$ cat src/rtl/i2s_tx.sv
// I2S transmitter for the Pmod I2S2 DAC: derives mclk/sck/lrck from one free-running
// counter and shifts out double-buffered 16-bit left/right samples, MSB first.
module i2s_tx #(
  parameter int unsigned MCLK_LOG2 = 2,
  parameter int unsigned SCK_LOG2  = 4
) (
  input  logic        clk,
  input  logic        rst_n,
  input  logic        en,
  input  logic [15:0] audio_left,
  input  logic [15:0] audio_right,
  output logic        audio_mclk,
  output logic        audio_lrck,
  output logic        audio_sck,
  output logic        audio_sdin,
  output logic        sample_tick
);

  localparam int unsigned CntW = SCK_LOG2 + 5;
  localparam logic [CntW-1:0] CntOne = CntW'(1);

  logic [CntW-1:0] cnt;
  logic [15:0]     left_hold;
  logic [15:0]     right_hold;
  logic            sdin_r;
  logic            tick_r;

  logic            slot_end;
  logic            frame_end;
  logic [4:0]      k_next;
  logic [3:0]      bit_idx;
  logic            use_left;
  logic            next_bit;

  always_comb begin
    slot_end  = &cnt[SCK_LOG2-1:0];
    frame_end = &cnt;
    k_next    = cnt[CntW-1:SCK_LOG2] + 5'd1;
    // (16 - k) mod 16 selects left[16-k] for k=1..16 and right[32-k] for k=17..31,0.
    bit_idx   = 4'd0 - k_next[3:0];
    use_left  = (k_next != 5'd0) && (k_next <= 5'd16);
    next_bit  = use_left ? left_hold[bit_idx] : right_hold[bit_idx];
  end

  always_ff @(posedge clk or negedge rst_n) begin
    if (!rst_n) begin
      cnt <= '0;
    end else begin
      cnt <= cnt + CntOne;
    end
  end

  always_ff @(posedge clk or negedge rst_n) begin
    if (!rst_n) begin
      left_hold  <= '0;
      right_hold <= '0;
      tick_r     <= 1'b0;
    end else begin
      tick_r <= frame_end;
      if (frame_end) begin
        left_hold  <= en ? audio_left  : 16'h0000;
        right_hold <= en ? audio_right : 16'h0000;
      end
    end
  end

  // Data moves only on sck falling edges; slot 0 reads right_hold before it reloads.
  always_ff @(posedge clk or negedge rst_n) begin
    if (!rst_n) begin
      sdin_r <= 1'b0;
    end else if (slot_end) begin
      sdin_r <= next_bit;
    end
  end

  assign audio_mclk  = cnt[MCLK_LOG2-1];
  assign audio_sck   = cnt[SCK_LOG2-1];
  assign audio_lrck  = cnt[CntW-1];
  assign audio_sdin  = sdin_r;
  assign sample_tick = tick_r;

endmodule

$ cat config.mk
export PLATFORM = sky130hd
export DESIGN_NAME = i2s_tx
export DESIGN_NICKNAME = d
export VERILOG_FILES = /design/src/rtl/i2s_tx.sv
export SDC_FILE = /design/constraint.sdc
export NUM_CORES = 1
export LEC_CHECK = 0
export ABC_CLOCK_PERIOD_IN_PS = 3200
export BUFFER_PORTS_ARGS = -buffer_cell sky130_fd_sc_hd__buf_4
export CORE_ASPECT_RATIO = 0.5
export CORE_MARGIN = 2
export CORE_UTILIZATION = 30
export CTS_CLUSTER_DIAMETER = 100
export DETAILED_ROUTE_END_ITERATION = 8
export PLACE_DENSITY_LB_ADDON = 0.1
export SETUP_SLACK_MARGIN = 0.3
export SLEW_MARGIN = 40
export SYNTH_ARGS = -nofsm -noshare
export SYNTH_HDL_FRONTEND = slang
export SYNTH_SLANG_ARGS = --single-unit
$ cat constraint.sdc
create_clock -name clk -period 3.2 [get_ports clk]
set_clock_uncertainty 0.2 [all_clocks]
set_input_delay 0.32 -clock clk [delete_from_list [all_inputs] [get_ports clk]]
set_output_delay 0.32 -clock clk [all_outputs]
set_load 0.03 [all_outputs]
* Word level (Yosys, flattened, before mapping)
Cells that the tools add are included.
Storage, ports and cells: register bits after elaboration 43, input port bits 35, output and inout bits 5, logic and storage cells 21
Operators by class: add/sub/neg operators 3, magnitude comparators 2, mux-type cells 7, reduce and logical (&&, ||, !) cells 4
Operator list (number):
- $mux 16 | 2
- $add 9x1->9 const B | 1
- $reduce_and 9->1 | 1
- $bmux 1 s4 | 2
- $add 5x1->5 const B | 1
- $le 5x5->1 const B | 1
- $lt 4x5->1 const B | 1
- $reduce_bool 5->1 | 1
- $reduce_and 4->1 | 1
- $sub 1x4->4 const A | 1
- $mux 1 | 3
- $logic_and 1x1->1 | 1

* Depth between registers and ports, before layout
word-level depth 5, gate-level depth with buffers 8, mapped depth without buffers 7

* Least setup slack after synthesis
No wires, ideal clock.
path type flip-flop to flip-flop, start point register cnt[4], end point register sdin_r (netlist: audio_sdin), library setup time 0.080 ns, arrival time 1.979 ns, data required time 2.920 ns, setup slack 0.940 ns, stages on the path, launching flop included 9, buffers on the path 1, period minus slack after synthesis 2.260 ns, path through dfrtp_1 > ha_1 > buf_6 > and3_4 > or2_0 > o211ai_2 > mux2i_1 > mux2_2 > o211ai_2
On the way: word-level cells in the longest chain between the ends 5, elaborated cells between the ends (all ways) 10, those cells by class add/sub (2); order compare (1); mux (5); reduce/logical (2)
RTL lines:
- from (decl) | RTL line 22 | logic [CntW-1:0] cnt;
- from (signal assigned) | RTL line 49 | cnt <= cnt + CntOne;
- $add 5x1->5 (*) | RTL line 38 | k_next = cnt[CntW-1:SCK_LOG2] + 5'd1;
- $sub 1x4->4 | RTL line 40 | bit_idx = 4'd0 - k_next[3:0];
- $bmux 1 s4 | RTL line 42 | next_bit = use_left ? left_hold[bit_idx] : right_hold[bit_idx];
- $mux 1 (implied by the code) | RTL line 42
- $mux 1 (*) | RTL line 42
- to (signal assigned) | RTL line 72 | sdin_r <= next_bit;
- to (decl) | RTL line 25 | logic sdin_r;
Every way passes the cells marked *; elsewhere a longest branch is shown, timed or not. The select of a mux whose other input is x is not followed. A chain may end at the register's enable or synchronous reset.

* Worst setup path after layout
start point register cnt[5], end point register sdin_r (netlist: audio_sdin)
Same word-level chain as after synthesis.

==> impl_metrics.json <==
{
  "cts_max_path_buffers": 2,
  "worstPathRequired_ps": 3200,
  "place_inst": 327,
  "die_x_um": 123,
  "cts_buffers": 5,
  "synth.area.top_cells": "dfrtp_1 51%, nand3_1 8.3%, mux4_1 7.4%",
  "initial_core_util_pct": 31.4,
  "grt_pass1_vias": 1584,
  "path_class": "reg2reg",
  "ys_seq_area_share_pct": 50.7,
  "syn_area_per_cell_um2": 10.2,
  "drc": 0,
  "area.sequential_mm2": 0.00108,
  "multiInputGateArea_um2": 860,
  "syn_area_mm2": 0.00212,
  "path_delay_family": "adder cells",
  "synth.net_count": 245,
  "gr-total-overflow": 0,
  "slew-limit-headroom_pct": 59.4,
  "path_cells": "ha_1 > and3_4 > or2_0 > o211ai_2 > mux2i_1 > mux2_2 > o211ai_2",
  "reg2regPathDepth": 7,
  "async_flop_share_pct": 100,
  "timing.rr.start": "cnt[5]",
  "slew_violations": 0,
  "hpwl_um": 2920,
  "setup-tns-final_ps": 0,
  "grt_pass1_wl_um": 7540,
  "fin_crit_sh_pct": 78.4,
  "dpl_cell_area_mm2": 0.00248,
  "die_y_um": 63.5,
  "crit_top_cell": "o211ai_2",
  "ys_warn_count": 0,
  "cts_tree": "built",
  "io_buffers": 39,
  "track_usage_pct": 12.4,
  "syn_to_final_growth_pct": 24.9,
  "clock_latency_ps": 280,
  "drive_gt1_share_pct": 23.4,
  "root_buffer": "clkbuf_16",
  "ys_ff_latch": 43,
  "worstMarginPinSlew_ps": 609,
  "holdPathStages": 3,
  "clk_pin_slew_ps": 60,
  "maxCapViolCount": 0,
  "crit_path_max_incr_delay_ps": 480,
  "worst_hold_slack_ps": 74.0,
  "nets": 281,
  "num_rows": 21,
  "rrSetupSlack_ps": 690,
  "ys_types": 30,
  "final_cells": 336,
  "via_per_inst": 4.63,
  "fmax_mhz": 399,
  "min_period_ps": 2510,
  "core_mm2": 0.00675,
  "ioPinCount": 40,
  "yosys.area.top_type": "dfrtp_1",
  "cp-end-kind": "register",
  "cts.sinks": 43,
  "drt_iter0_drc": 62,
  "rsz0062_at_grt": "no",
  "powerDensity_mw_per_mm2": 423,
  "setup_viol": 0,
  "worstHoldEndpoint": "left_hold[13]",
  "gp_congestion": 0.735,
  "crit_buf_inv": 0,
  "r2r-end": "audio_sdin",
  "ir_drop_v": 0.000198,
  "synth_top_cell_area_share_pct": 50.7,
  "antenna_left": 0,
  "outcome": "finished, final reports clean",
  "grt_antenna_before_repair": 0,
  "wire_per_inst_um": 12.7,
  "cp_slowest_cell": "ha_1",
  "fillCellCount": 697,
  "cts_max_level": 2,
  "cp-start-kind": "register",
  "hold_start": "audio_left[13]",
  "path_max_fanout": 11,
  "p_leak_uw": 0.00123,
  "drt_wl_total_um": 4270,
  "vias": 1555,
  "finalInstanceArea_mm2": 0.00265,
  "n_antenna_cell": 0,
  "ys.flop_type": "dfrtp_1",
  "netlist_instances": 207,
  "critPathArrivalTime_ps": 2510,
  "drt_first_pass_iters": 4,
  "ctsResizeCount": 0,
  "synth_edf_count": 0,
  "hold_violations": 0,
  "grt_max_degree": 66,
  "hold_path.class": "in2reg",
  "die_area_mm2": 0.00780
}
## layer usage
layer	GRT usage, %	wire (um)	share of wire, %
met2	18.3	1760	41
met4	3.45	55	1.3
met3	3.53	206	4.8
met5	0	0	0
met1	17.8	2260	53
## cells in the final DEF (no fill, tap or decap), types with 2 or more instances in the layout
| master | synthesis | routed |
|---|---|---|
| nor2_1 | 4 | 4 |
| xnor2_1 | 5 | 5 |
| clkbuf_16 | 0 | 5 |
| xor2_1 | 2 | 2 |
| ha_1 | 3 | 2 |
| nand2_1 | 6 | 6 |
| mux4_1 | 6 | 6 |
| inv_1 | 33 | 33 |
| mux2i_1 | 2 | 2 |
| clkbuf_8 | 0 | 2 |
| nor2b_1 | 2 | 2 |
| nand3_1 | 35 | 35 |
| o21ai_0 | 8 | 8 |
| o211ai_2 | 2 | 2 |
| buf_4 | 2 | 41 |
| a21oi_1 | 2 | 2 |
| nand2b_1 | 3 | 3 |
| o21ai_1 | 26 | 26 |
| dfrtp_1 | 43 | 43 |
| mux4_2 | 2 | 2 |
## through the flow
stage / utilization (%) / worst slack, ps / total power, uW
after CTS: 39.2 / 656 / 1140
after global routing: 39.2 / 581 / 1170
final: 39.2 / 691 / 1120
after floorplan: - / 940 / 559
after detailed placement: 36.8 / 677 / 604
after global placement: 36.8 / 759 / 603
## flip-flops by register name, indices dropped and copies added, names as in the netlist
signal and flops:
sample_tick 1, cnt 9, left_hold 16, right_hold 16, audio_sdin 1
## worst max-delay path by stage
stage	startpoint	endpoint	slack, ps	cells after the start
3_5_place_dp	cnt[5]	audio_sdin	680	7
3_3_place_gp	cnt[5]	audio_sdin	760	7
4_1_cts	cnt[5]	audio_sdin	660	7
6_report	cnt[5]	audio_sdin	690	7
2_1_floorplan	cnt[4]	audio_sdin	940	8
5_1_grt	cnt[5]	audio_sdin	580	7
## where the power goes
group	leakage, uW	internal (uW)	switching [uW]
sequential	0.000414	544	0
clock	0.0000772	332	195
combinational	0.000735	27.3	22.2
## final cells by class
class / count / share of cell area [%]
flip-flops and latches: 43 / 40.6
multi-input cells: 118 / 32.5
repair buffers: 42 / 12.0
clock buffers: 8 / 5.90
inverters: 33 / 4.68
well taps: 92 / 4.35
## Yosys cell counts (all sizes together), types with 3 or more instances
| cell type | count |
|---|---|
| inv | 33 |
| nand3 | 35 |
| nand2 | 6 |
| clkbuf | 10 |
| mux4 | 8 |
| dfrtp | 43 |
| buf | 3 |
| nand2b | 3 |
| ha | 3 |
| nor2 | 4 |
| xnor2 | 5 |
| o21ai | 34 |
## cell families (layout without fill, tap and decap cells)
| group | Yosys count | after routing | share of synthesized area [%] |
|---|---|---|---|
| and+or+nand+nor | 56 | 56 | 13.7 |
| buffers and inverters | 46 | 83 | 8.85 |
| DFF | 43 | 43 | 50.7 |
| AOI/OAI and AO/OA | 41 | 41 | 11.0 |
| muxes | 11 | 11 | 11.0 |
| xor gates and xnor gates | 7 | 7 | 2.89 |
| adders and majority gates | 3 | 3 | 1.77 |
## repair_timing
action | 4_1_cts | 5_1_grt
buffers inserted | 0 | 0
hold buffers | 1 | 0
hold endpoints to repair | 43 | 0
## worst reg2reg max path, delay by kind of cell, from the launching register on
family | cells | cell delay [ps]
AO/OA/AOI/OAI | 2 | 420
adder cells (fa/ha/maj) | 1 | 480
multiplexers | 2 | 420
AND/OR/NAND/NOR | 2 | 470
flip-flops | 1 | 450
No activity file was read; power rests on OpenSTA's default activity.
